--- src/rtl/spi_slave_pkg.sv ---
// -----------------------------------------------------------------------------
// spi_slave_pkg
// Shared constants and types for the SPI slave endpoint.
//   SPI_DATA_W     default word width
//   SPI_IDLE_FILL  word shifted out when the host has not loaded anything
//   MODE0..MODE3   SPI mode encodings as {CPOL, CPHA}
//   spi_state_t    FSM state type
// -----------------------------------------------------------------------------
package spi_slave_pkg;

  localparam int         SPI_DATA_W    = 8;
  localparam logic       SPI_IDLE_BIT  = 1'b1;
  localparam logic [7:0] SPI_IDLE_FILL = {8{SPI_IDLE_BIT}};

  localparam logic [1:0] MODE0 = 2'b00;
  localparam logic [1:0] MODE1 = 2'b01;
  localparam logic [1:0] MODE2 = 2'b10;
  localparam logic [1:0] MODE3 = 2'b11;

  typedef enum logic [0:0] {
    ST_IDLE = 1'b0,
    ST_SEL  = 1'b1
  } spi_state_t;

endpackage

--- src/rtl/spi_slave_if.sv ---
// -----------------------------------------------------------------------------
// spi_slave_if
// The four SPI pins between a master and the slave endpoint.
//   ss_n       slave select, active low   (master -> slave)
//   slave_clk  SCLK                       (master -> slave)
//   mosi       serial data                (master -> slave)
//   miso       serial data                (slave  -> master)
// -----------------------------------------------------------------------------
interface spi_slave_if;

  logic ss_n;
  logic slave_clk;
  logic mosi;
  logic miso;

  modport master (
    output ss_n,
    output slave_clk,
    output mosi,
    input  miso
  );

  modport slave (
    input  ss_n,
    input  slave_clk,
    input  mosi,
    output miso
  );

endinterface

--- src/rtl/spi_slave_sync_edge.sv ---
// -----------------------------------------------------------------------------
// spi_sync_edge
// Synchroniser for the asynchronous SPI pins into the clk domain, with
// rise/fall detection on SCLK. SCLK and the auxiliary pins (ss_n, mosi) go
// through the same flop chain, so a data pin and the clock edge that
// qualifies it arrive in the same clk cycle.
// Ports:
//   clk, reset   system clock, asynchronous active-high reset
//   sclk_in      raw SCLK pin
//   aux_in       raw auxiliary pins (synchronised only)
//   aux_sync     synchronised auxiliary pins
//   sclk_rise    1-clk pulse: synchronised SCLK went 0 -> 1
//   sclk_fall    1-clk pulse: synchronised SCLK went 1 -> 0
// -----------------------------------------------------------------------------
module spi_sync_edge #(
  parameter int               AUX_W   = 2,
  parameter int               STAGES  = 2,
  parameter logic [AUX_W-1:0] AUX_RST = {AUX_W{1'b0}},
  parameter logic             CLK_RST = 1'b0
) (
  input  logic             clk,
  input  logic             reset,
  input  logic             sclk_in,
  input  logic [AUX_W-1:0] aux_in,
  output logic [AUX_W-1:0] aux_sync,
  output logic             sclk_rise,
  output logic             sclk_fall
);

  // Depth below two would not be a real synchroniser.
  localparam int ST = (STAGES < 2) ? 2 : STAGES;
  localparam int W  = AUX_W + 1;

  // sync_r[0] is the first flop, sync_r[ST-1] the settled output.
  logic [ST-1:0][W-1:0] sync_r;
  logic                 sclk_prev_r;

  // Shift the raw pins through the chain and remember the last SCLK sample.
  always_ff @(posedge clk or posedge reset) begin
    if (reset) begin
      sync_r      <= {ST{{AUX_RST, CLK_RST}}};
      sclk_prev_r <= CLK_RST;
    end else begin
      sync_r      <= {sync_r[ST-2:0], {aux_in, sclk_in}};
      sclk_prev_r <= sync_r[ST-1][0];
    end
  end

  assign aux_sync  = sync_r[ST-1][W-1:1];
  assign sclk_rise = sync_r[ST-1][0] & ~sclk_prev_r;
  assign sclk_fall = ~sync_r[ST-1][0] & sclk_prev_r;

endmodule

--- src/rtl/spi_slave.sv ---
// -----------------------------------------------------------------------------
// spi_slave
// SPI slave endpoint, full duplex, MSB first, all four CPOL/CPHA modes.
// Every SPI pin is oversampled in the clk domain; nothing runs on SCLK.
// Ports:
//   clk, reset          system clock (>= 2*(SYNC_STAGES+1) x SCLK),
//                       asynchronous active-high reset
//   w_CPOL, w_CPHA      SPI mode; static while busy=1
//   spi                 SPI pins (spi_slave_if.slave)
//   data_in, load       host TX word and write strobe (taken when tx_ready=1)
//   tx_ready            TX holding buffer empty
//   data_out            last complete RX word
//   data_out_received   1-clk pulse when data_out updates
//   busy                transfer window open (synchronised ss_n low)
// Optional feature, macro SPI_SLAVE_OVERRUN_EN:
//   data_read           host acknowledge of data_out
//   rx_overrun          sticky: a word completed before the previous was read
// -----------------------------------------------------------------------------
module spi_slave
  import spi_slave_pkg::*;
#(
  parameter int DATA_W      = SPI_DATA_W,
  parameter int SYNC_STAGES = 2
) (
  input  logic              clk,
  input  logic              reset,
  input  logic              w_CPOL,
  input  logic              w_CPHA,
  spi_slave_if.slave        spi,
  input  logic [DATA_W-1:0] data_in,
  input  logic              load,
  output logic              tx_ready,
  output logic [DATA_W-1:0] data_out,
  output logic              data_out_received,
  output logic              busy
`ifdef SPI_SLAVE_OVERRUN_EN
  ,
  input  logic              data_read,
  output logic              rx_overrun
`endif
);

  localparam int                CNT_W     = (DATA_W > 1) ? $clog2(DATA_W) : 1;
  localparam logic [CNT_W-1:0]  CNT_ZERO  = {CNT_W{1'b0}};
  localparam logic [CNT_W-1:0]  CNT_ONE   = CNT_W'(32'd1);
  localparam logic [CNT_W-1:0]  CNT_LAST  = CNT_W'(DATA_W - 1);
  localparam logic [DATA_W-1:0] IDLE_FILL = {DATA_W{SPI_IDLE_BIT}};

  spi_state_t        state_r;
  logic [CNT_W-1:0]  bit_cnt_r;
  logic [DATA_W-1:0] rx_shift_r;
  logic [DATA_W-1:0] tx_shift_r;
  logic [DATA_W-1:0] tx_buf_r;
  logic              miso_r;

  logic              ss_sync_s;
  logic              mosi_sync_s;
  logic              sclk_rise_s;
  logic              sclk_fall_s;
  logic              lead_s;
  logic              trail_s;
  logic              active_s;
  logic              sample_s;
  logic              shift_s;
  logic              enter_sel_s;
  logic              load_evt_s;
  logic              complete_s;
  logic              tx_consume_s;
  logic              tx_accept_s;
  logic [DATA_W-1:0] rx_word_s;
  logic [DATA_W-1:0] tx_word_s;
  logic [DATA_W-1:0] tx_shift_nxt_s;

  // ss_n resets high so the endpoint comes out of reset deselected.
  spi_sync_edge #(
    .AUX_W   (2),
    .STAGES  (SYNC_STAGES),
    .AUX_RST (2'b10),
    .CLK_RST (1'b0)
  ) u_sync (
    .clk       (clk),
    .reset     (reset),
    .sclk_in   (spi.slave_clk),
    .aux_in    ({spi.ss_n, spi.mosi}),
    .aux_sync  ({ss_sync_s, mosi_sync_s}),
    .sclk_rise (sclk_rise_s),
    .sclk_fall (sclk_fall_s)
  );

  // Edge classification, load events and next TX shifter contents.
  always_comb begin
    lead_s         = 1'b0;
    trail_s        = 1'b0;
    sample_s       = 1'b0;
    shift_s        = 1'b0;
    tx_word_s      = IDLE_FILL;
    tx_shift_nxt_s = tx_shift_r;

    // Leading edge moves SCLK away from its idle level.
    if (w_CPOL) begin
      lead_s  = sclk_fall_s;
      trail_s = sclk_rise_s;
    end else begin
      lead_s  = sclk_rise_s;
      trail_s = sclk_fall_s;
    end

    active_s = (state_r == ST_SEL) && !ss_sync_s;

    if (w_CPHA) begin
      sample_s = active_s && trail_s;
      shift_s  = active_s && lead_s;
    end else begin
      sample_s = active_s && lead_s;
      shift_s  = active_s && trail_s;
    end

    enter_sel_s = (state_r == ST_IDLE) && !ss_sync_s;

    // A shift edge with bit_cnt at zero is the first shift of a word for
    // CPHA=1 and the shift right after a word's last sample for CPHA=0.
    load_evt_s = (enter_sel_s && !w_CPHA) || (shift_s && (bit_cnt_r == CNT_ZERO));
    complete_s = sample_s && (bit_cnt_r == CNT_LAST);
    rx_word_s  = {rx_shift_r[DATA_W-2:0], mosi_sync_s};

    if (tx_ready) begin
      tx_word_s = IDLE_FILL;
    end else begin
      tx_word_s = tx_buf_r;
    end

    if (load_evt_s) begin
      tx_shift_nxt_s = tx_word_s;
    end else if (shift_s) begin
      tx_shift_nxt_s = {tx_shift_r[DATA_W-2:0], 1'b0};
    end else begin
      tx_shift_nxt_s = tx_shift_r;
    end

    // The buffer is consumed before a same-cycle host write is accepted.
    tx_consume_s = load_evt_s && !tx_ready;
    tx_accept_s  = load && (tx_ready || tx_consume_s);
  end

  // TX holding buffer: host writes in, load events drain it.
  always_ff @(posedge clk or posedge reset) begin
    if (reset) begin
      tx_buf_r <= {DATA_W{1'b0}};
      tx_ready <= 1'b1;
    end else if (tx_accept_s) begin
      tx_buf_r <= data_in;
      tx_ready <= 1'b0;
    end else if (tx_consume_s) begin
      tx_ready <= 1'b1;
    end
  end

  // Transfer FSM with the RX/TX shifters and all registered outputs.
  always_ff @(posedge clk or posedge reset) begin
    if (reset) begin
      state_r           <= ST_IDLE;
      busy              <= 1'b0;
      miso_r            <= 1'b1;
      bit_cnt_r         <= CNT_ZERO;
      rx_shift_r        <= {DATA_W{1'b0}};
      tx_shift_r        <= {DATA_W{1'b0}};
      data_out          <= {DATA_W{1'b0}};
      data_out_received <= 1'b0;
    end else begin
      data_out_received <= 1'b0;
      case (state_r)
        ST_IDLE: begin
          bit_cnt_r <= CNT_ZERO;
          if (enter_sel_s) begin
            state_r    <= ST_SEL;
            busy       <= 1'b1;
            tx_shift_r <= tx_shift_nxt_s;
            miso_r     <= tx_shift_nxt_s[DATA_W-1];
          end else begin
            busy   <= 1'b0;
            miso_r <= 1'b1;
          end
        end
        ST_SEL: begin
          if (ss_sync_s) begin
            // Deselect: a partial word is dropped, data_out is kept.
            state_r   <= ST_IDLE;
            busy      <= 1'b0;
            miso_r    <= 1'b1;
            bit_cnt_r <= CNT_ZERO;
          end else begin
            tx_shift_r <= tx_shift_nxt_s;
            miso_r     <= tx_shift_nxt_s[DATA_W-1];
            if (sample_s) begin
              rx_shift_r <= rx_word_s;
              if (complete_s) begin
                data_out          <= rx_word_s;
                data_out_received <= 1'b1;
                bit_cnt_r         <= CNT_ZERO;
              end else begin
                bit_cnt_r <= bit_cnt_r + CNT_ONE;
              end
            end
          end
        end
        default: begin
          state_r   <= ST_IDLE;
          busy      <= 1'b0;
          miso_r    <= 1'b1;
          bit_cnt_r <= CNT_ZERO;
        end
      endcase
    end
  end

  assign spi.miso = miso_r;

`ifdef SPI_SLAVE_OVERRUN_EN
  logic rx_full_r;

  // Unread-word tracking: a completion on top of an unread word is an overrun.
  always_ff @(posedge clk or posedge reset) begin
    if (reset) begin
      rx_full_r  <= 1'b0;
      rx_overrun <= 1'b0;
    end else if (complete_s) begin
      rx_full_r <= 1'b1;
      if (data_read) begin
        rx_overrun <= 1'b0;
      end else if (rx_full_r) begin
        rx_overrun <= 1'b1;
      end
    end else if (data_read) begin
      rx_full_r  <= 1'b0;
      rx_overrun <= 1'b0;
    end
  end
`endif

endmodule
--- src/flat_wrapper.sv ---
// flat-port wrapper written by rule: the top's interface ports become plain ports
module spi_slave_flat import spi_slave_pkg::*;
#(
  parameter int DATA_W      = SPI_DATA_W,
  parameter int SYNC_STAGES = 2
)
  (clk, reset, w_CPOL, w_CPHA, data_in, load, tx_ready, data_out, data_out_received, busy, spi_ss_n, spi_slave_clk, spi_mosi, spi_miso);
  spi_slave_if spi_i ();
  input  logic clk;
  input  logic reset;
  input  logic w_CPOL;
  input  logic w_CPHA;
  input  logic [DATA_W-1:0] data_in;
  input  logic load;
  output logic tx_ready;
  output logic [DATA_W-1:0] data_out;
  output logic data_out_received;
  output logic busy;
  input wire logic [$bits(spi_i.ss_n)-1:0] spi_ss_n;
  input wire logic [$bits(spi_i.slave_clk)-1:0] spi_slave_clk;
  input wire logic [$bits(spi_i.mosi)-1:0] spi_mosi;
  output wire logic [$bits(spi_i.miso)-1:0] spi_miso;
  assign spi_i.ss_n = spi_ss_n;
  assign spi_i.slave_clk = spi_slave_clk;
  assign spi_i.mosi = spi_mosi;
  assign spi_miso = spi_i.miso;
  spi_slave #(.DATA_W(DATA_W), .SYNC_STAGES(SYNC_STAGES)) u_core (.clk(clk), .reset(reset), .w_CPOL(w_CPOL), .w_CPHA(w_CPHA), .spi(spi_i), .data_in(data_in), .load(load), .tx_ready(tx_ready), .data_out(data_out), .data_out_received(data_out_received), .busy(busy));
endmodule
--- config.mk ---
export PLATFORM = sky130hd
export DESIGN_NAME = spi_slave_flat
export DESIGN_NICKNAME = d
export VERILOG_FILES = /design/src/rtl/spi_slave_pkg.sv /design/src/rtl/spi_slave_if.sv /design/src/rtl/spi_slave_sync_edge.sv /design/src/rtl/spi_slave.sv /design/src/flat_wrapper.sv
export SDC_FILE = /design/constraint.sdc
export NUM_CORES = 1
export LEC_CHECK = 0
export CAP_MARGIN = 20
export CORE_MARGIN = 4
export CORE_UTILIZATION = 49
export CTS_CLUSTER_SIZE = 8
export DETAILED_ROUTE_END_ITERATION = 12
export GPL_ROUTABILITY_DRIVEN = 0
export PLACE_DENSITY = 0.75
export RECOVER_POWER = 25
export SETUP_SLACK_MARGIN = 0.1
export SLEW_MARGIN = 20
export SYNTH_ARGS = -nofsm -noshare
export SYNTH_HDL_FRONTEND = slang
export SYNTH_HIERARCHICAL = 1
export SYNTH_SLANG_ARGS = --single-unit
--- constraint.sdc ---
create_clock -name clk -period 2 [get_ports clk]
set_clock_uncertainty 0.1 [all_clocks]
set_input_delay 0.4 -clock clk [delete_from_list [all_inputs] [get_ports clk]]
set_output_delay 0.4 -clock clk [all_outputs]
set_load 0.005 [all_outputs]
== After elaboration in Yosys (flattened, before gate mapping) ==
Index checks and enable logic that the tools add are counted.

* Input port bits: 16
* Output and inout port bits: 12
* Bits in registers: 46
* Word-level logic and storage cells: 72

* Bitwise logic cells: 6
* Equal/unequal tests: 5
* Reduce and logical (&&, ||, !) cells: 19
* $add $sub $neg: 1
* Muxes and demuxes: 28

{| class="wikitable"
|+ Operator list
! cell !! number
|-
| two-way mux 8 bit || 5
|-
| one-hot mux 8 bit (2 select lines) || 1
|-
| two-way mux 1 bit || 15
|-
| logical AND 1 bit || 9
|-
| two-way mux 3 bit || 3
|-
| one-hot mux 1 bit (2 select lines) || 3
|-
| one-hot mux 3 bit (2 select lines) || 1
|-
| != test 2 bit, second input constant || 2
|-
| NOT 1 bit || 4
|-
| AND reduction 4 bit || 1
|-
| adder 3 x 1 -> 3 bit, second input constant || 1
|-
| == test 3 bit, second input constant || 1
|-
| zero test 1 bit || 3
|-
| zero test 3 bit || 1
|-
| != test 3 bit, second input constant || 1
|-
| AND reduction 3 bit || 1
|-
| bitwise AND 1 bit || 2
|-
| logical OR 1 bit || 2
|-
| != test 2 x 1 -> 1 bit, second input constant || 1
|-
| AND reduction 2 bit || 1
|-
| nonzero test 2 bit || 1
|}

== Depth between registers and ports, before layout ==
* Word-level depth: 11
* Depth in mapped cells: 7
* Depth with buffers taken out: 6

== Hierarchy ==
The synthesis kept the hierarchy.

{| class="wikitable"
|+ By module, submodules not included
! module !! cells each !! instances !! seq. area each (um^2) !! area an instance (um^2)
|-
| spi_slave || 147 || 1 || 978.4 || 1,861.8
|-
| spi_sync_edge || 12 || 1 || 177.7 || 211.5
|}

== Least setup slack after synthesis ==
Ideal clock, no wire load.

* Kind: flip-flop to flip-flop
* Start point: reg u_core.u_sync.sclk_prev_r
* End point: reg u_core.tx_buf_r[0]
* Required time: 1,775 ps
* Setup slack: 147 ps
* Path buffers: 0
* Stages on the path, launching flop included: 6
* Data arrival time: 1,628 ps
* Period minus slack after synthesis: 1,853 ps
* Library setup time: 125 ps
* Path through: dfrtp_1 > and2b_2 > mux2i_1 > o31ai_1 > a22oi_2 > mux2_2

* Elaborated cells between the ends (all ways): 13
* Classes of those cells: mux: 3; bitwise: 3; reduce/logical: 7

{| class="wikitable"
|+ RTL lines
! element !! line !! text
|-
| from (decl) || spi_slave_sync_edge.sv:36 || <nowiki>logic sclk_prev_r;</nowiki>
|-
| from (signal assigned) || spi_slave_sync_edge.sv:45 || <nowiki>sclk_prev_r <= sync_r[ST-1][0];</nowiki>
|-
| bitwise AND 1 bit * || spi_slave_sync_edge.sv:51 || <nowiki>assign sclk_fall = ~sync_r[ST-1][0] & sclk_prev_r;</nowiki>
|-
| named net u_core.sclk_fall_s || spi_slave.sv:59 || <nowiki>logic sclk_fall_s;</nowiki>
|-
| two-way mux 1 bit || spi_slave.sv:100 || <nowiki>if (w_CPOL) begin</nowiki>
|-
| logical AND 1 bit, on equally long branches || spi_slave.sv:115, spi_slave.sv:112 ||
|-
| two-way mux 1 bit * || spi_slave.sv:110 || <nowiki>if (w_CPHA) begin</nowiki>
|-
| logical AND 1 bit * || spi_slave.sv:122 || <nowiki>load_evt_s = (enter_sel_s && !w_CPHA) || (shift_s && (bit_cnt_r == CNT_ZERO));</nowiki>
|-
| logical OR 1 bit * || spi_slave.sv:122 ||
|-
| logical AND 1 bit * || spi_slave.sv:141 || <nowiki>tx_consume_s = load_evt_s && !tx_ready;</nowiki>
|-
| logical OR 1 bit * || spi_slave.sv:142 || <nowiki>tx_accept_s = load && (tx_ready || tx_consume_s);</nowiki>
|-
| logical AND 1 bit * || spi_slave.sv:142 ||
|-
| to (signal assigned) || spi_slave.sv:148 || <nowiki>tx_buf_r <= {DATA_W{1'b0}};</nowiki>
|-
| to (signal assigned) || spi_slave.sv:151 || <nowiki>tx_buf_r <= data_in;</nowiki>
|-
| to (decl) || spi_slave.sv:53 || <nowiki>logic [DATA_W-1:0] tx_buf_r;</nowiki>
|}

The timed path passes the listed nets; every way through them passes the cells marked *.
A chain may end at the register's enable or synchronous reset.

== Worst setup path after layout ==
* Start point: reg u_core.u_sync.sclk_prev_r
* End point: reg u_core.tx_buf_r[1]

The elaborated chain is that of the path after synthesis.

==> results list <==
- The run finished with clean final reports.
* Synthesized instance count: 159
* Largest net degree at the start of global routing: 40
- Area Growth Syn to Fin: 24.5%
* Effective utilization at floorplan: 51.1%
- Leading cell types by count after synthesis: sky130_fd_sc_hd__dfrtp_1, sky130_fd_sc_hd__mux2_2, sky130_fd_sc_hd__inv_1, sky130_fd_sc_hd__nor2_1, sky130_fd_sc_hd__mux2_4
* Critical path data required time: 2.08 ns
* Clock root buffer: sky130_fd_sc_hd__clkbuf_8
- Actual transition at the worst max-transition pin: 0.961 ns
- With fillers left out, the area of the finished cells amounts to 0.00258 mm².
- Post-synthesis async set-or-reset flop share: 100%
* Clock edge transition at the registers on the reported setup and hold paths: 0.08 ns
- After synthesis, the mean cell area works out to 13.0 µm².
- Endpoint kind of the worst setup timing path: register
* Drt first-iter violations: 142
- Leakage power: 1.13 nW
- Number of diodes: 0
- Critical-path cell list: and2b_2 > mux2i_2 > o31ai_2 > a22oi_2 > buf_6 > mux2_2
- Fill cell instance count of the final layout: 304
* Endpoints failing hold: 0
- After global routing the overflow that remains totals 0.
* DP Wirelength: 2720 µm
- WP buf/inv: 1
- Prior to clock tree synthesis, the placed netlist has a worst setup slack of -0.372 ns.
* Overall track demand over capacity in global routing: 16.3%
- For this design the ratio of total power to cell area is 884 mW/mm².
- Avg WL per Cell: 15.9 µm
* Post-layout nets: 216
- Number of cell rows: 23
- On the critical path, the stage with the largest delay is an instance of sky130_fd_sc_hd__dfrtp_1.
- Input and output buffers added on the ports amount to 27.
- Leading cell type by number of instances after synthesis: sky130_fd_sc_hd__dfrtp_1
- The largest total area in the synthesized netlist belongs to sky130_fd_sc_hd__dfrtp_1.
* Global-route wire length before repair: 6620 µm
* Top flip-flop cell by instance count after synthesis: sky130_fd_sc_hd__dfrtp_1
* Cell count after placement: 235
- Measured against its own limit, the worst slew margin works out to 35.9%.
* Startpoint type of the worst setup path: register
* Crit-path max cell delay: 0.39 ns
* Number of max-cap violations: 0
* DIE HEIGHT: 73.0 µm
- At the later pin of the worst-skew pair, clock insertion delay measures 0.30 ns.
* Remaining antenna violation count after routing: 0
* Count of endpoints failing setup in the final report: 0
- Least setup slack across all paths after layout: 0.139 ns
* Number of vias per cell: 5.33
- Adding up every negative setup slack in the final design gives 0 ns.
- Across all layers, the routed design uses 1322 vias.
* Post-synth EDFFs: 0
- Fraction of layout cells with a size suffix above 1: 34.3%
- The die is 73.0 µm wide.
- The core region is 0.00406 mm².
* Maximum root-to-sink buffer count: 2
- TritonCTS built the clock tree.
- Clock buffers created by TritonCTS: 5
* Number of global-route vias before repair: 1454
- After layout, the worst path uses 93.0% of the clock period.
* Number of nets in the synthesized netlist: 178
- Distinct cell type count of the synthesized netlist: 38
* Share of synthesized area occupied by flip-flops and latches: 55.8%
- The top cell type by area accounts for 50.7% of the synthesized area.
- RSZ-0062 raised after global routing: yes
* I/O pins: 28
* Area of the mapped netlist: 0.00207 mm²
- Number of flip-flops and latches in the synthesized netlist: 46
* Num Clock Sinks: 46
- Summing all placed instances gives a cell area of 0.00242 mm².
* Routed WL: 3940 µm
- The Yosys step of the flow raised 6 warnings.
- DRC violations left: 0
- Final Max Slew Viols: 0
- Synth top area cells: sky130_fd_sc_hd__dfrtp_1, sky130_fd_sc_hd__mux2_2, sky130_fd_sc_hd__mux2_4
- In this run the worst path has a maximum fanout of 8.
- Class of the most critical hold timing path: reg2reg
* Final critical delay including setup and external delays: 1.86 ns
* Initial antenna violation count: 0
- Cell family with the largest share of critical-path delay: multiplexers
- Once layout is complete, the utilization of the core stands at 63.6%.
* CP Class: reg2reg
- Data on the critical path arrives at its endpoint at 1.94 ns.
* Peak clock frequency supported by timing: 537 MHz
- The H-tree was split into 2 levels.
- Area of the die: 0.00534 mm²
- Maximum VDD drop: 0.659 mV
- Count of non-filler cells in the finished layout: 248
- Before antenna repair, the detailed router went through 4 iterations.
-- sequential cells by signal, indices dropped and copies added, names as in the netlist --
signal / flops
u_core/tx_shift_r: 8
u_core/u_sync/aux_sync: 2
u_core/spi.miso: 1
u_core/bit_cnt_r: 3
u_core/state_r: 1
u_core/data_out_received: 1
u_core/tx_ready: 1
u_core/u_sync/sync_r: 4
u_core/u_sync/sclk_prev_r: 1
u_core/busy: 1
u_core/tx_buf_r: 8
u_core/rx_shift_r: 7
u_core/data_out: 8
-- cells in the final DEF (no fill, tap or decap), types with 4 or more instances in the layout --
| cell | instances |
|---|---|
| sky130_fd_sc_hd__dfstp_2 | 4 |
| sky130_fd_sc_hd__buf_4 | 11 |
| sky130_fd_sc_hd__mux2_4 | 8 |
| sky130_fd_sc_hd__dfrtp_1 | 42 |
| sky130_fd_sc_hd__clkdlybuf4s50_1 | 21 |
| sky130_fd_sc_hd__clkbuf_8 | 5 |
| sky130_fd_sc_hd__nor2_1 | 9 |
| sky130_fd_sc_hd__dlygate4sd3_1 | 4 |
| sky130_fd_sc_hd__inv_1 | 9 |
| sky130_fd_sc_hd__o21ai_0 | 7 |
| sky130_fd_sc_hd__mux2_2 | 21 |
| sky130_fd_sc_hd__nand3_1 | 7 |
| sky130_fd_sc_hd__a21oi_1 | 6 |
-- power by group --
group | leakage, nW | switching, mW | total, mW | internal, mW
Combinational | 0.511 | 0.162 | 0.393 | 0.230
Sequential | 0.569 | 0.107 | 1.22 | 1.11
Clock | 0.0524 | 0.297 | 0.671 | 0.374
Total | 1.13 | 0.566 | 2.28 | 1.72
-- worst register-to-register path, delay by kind of cell (launching register included) --
| kind | cells | cell delay, ns |
|---|---|---|
| AOI/OAI and AO/OA | 2 | 0.31 |
| and+or+nand+nor | 1 | 0.23 |
| muxes | 2 | 0.56 |
| buffers and inverters | 1 | 0.16 |
| DFF | 1 | 0.39 |
-- area by class of cell --
| class | count | area (µm²) | area share (%) |
|---|---|---|---|
| Multi-Input combinational cell | 95 | 856 | 33.2 |
| Tap cell | 50 | 62.6 | 2.42 |
| Timing Repair Buffer | 40 | 367 | 14.2 |
| Clock buffer | 7 | 76.3 | 2.96 |
| Clock inverter | 1 | 30.0 | 1.16 |
| Inverter | 9 | 33.8 | 1.31 |
| Sequential cell | 46 | 1160 | 44.8 |
-- metrics by stage --
stage          power (mW)  hold WS [ns]
2_1_floorplan        1.47         0.102
3_3_place_gp         1.58         0.237
3_5_place_dp         1.62         0.235
4_1_cts              2.30         0.244
5_1_grt              2.41         0.260
6_report             2.28         0.252
-- layer usage --
layer	part of all wire, %	vias up	wire length, µm	global-route usage (%)
met2	49	36	1930	26.4
met4	1.6	0	63	6.76
met3	4.7	7	187	4.96
met1	45	650	1760	20.3
li1	-	629	-	-
met5	0	-	0	0
-- kinds of logic after synthesis --
kind of cell	count (synthesis)	synth area share, %
and+or+nand+nor	32	8.87
muxes	35	20.7
buffers and inverters	19	4.77
AOI/OAI and AO/OA	23	7.30
xor gates and xnor gates	1	0.785
DFF	46	55.8
adders and majority gates	3	1.81
-- path summary, 6_finish.rpt --
| kind | endpoint | slack (ns) | cells past startpoint | start |
|---|---|---|---|---|
| min in group asynchronous | u_core/u_sync/aux_sync[0]$_DFF_PP0_ | 0.38 | 2 | reset |
| worst max register to register | u_core/tx_buf_r[1]$_DFFE_PP0P_ | 0.14 | 6 | u_core/u_sync/sclk_prev_r$_DFF_PP0_ |
| worst min-delay path | u_core/u_sync/sync_r[3]$_DFF_PP0_ | 0.25 | 0 | u_core/u_sync/sync_r[0]$_DFF_PP0_ |
| worst max-delay path | u_core/tx_buf_r[1]$_DFFE_PP0P_ | 0.14 | 6 | u_core/u_sync/sclk_prev_r$_DFF_PP0_ |
| max in group asynchronous | u_core/tx_buf_r[3]$_DFFE_PP0P_ | 0.44 | 3 | reset |
| worst min register to register | u_core/u_sync/sync_r[3]$_DFF_PP0_ | 0.25 | 0 | u_core/u_sync/sync_r[0]$_DFF_PP0_ |
-- timing repair --
action	in CTS	in global routing
gates resized for setup	5	6
pin swaps	3	1
cloned	1	0
hold buffers	0	0
setup endpoints to repair	32	19
buffers inserted	3	1
Power figures use the tool's default switching activity.
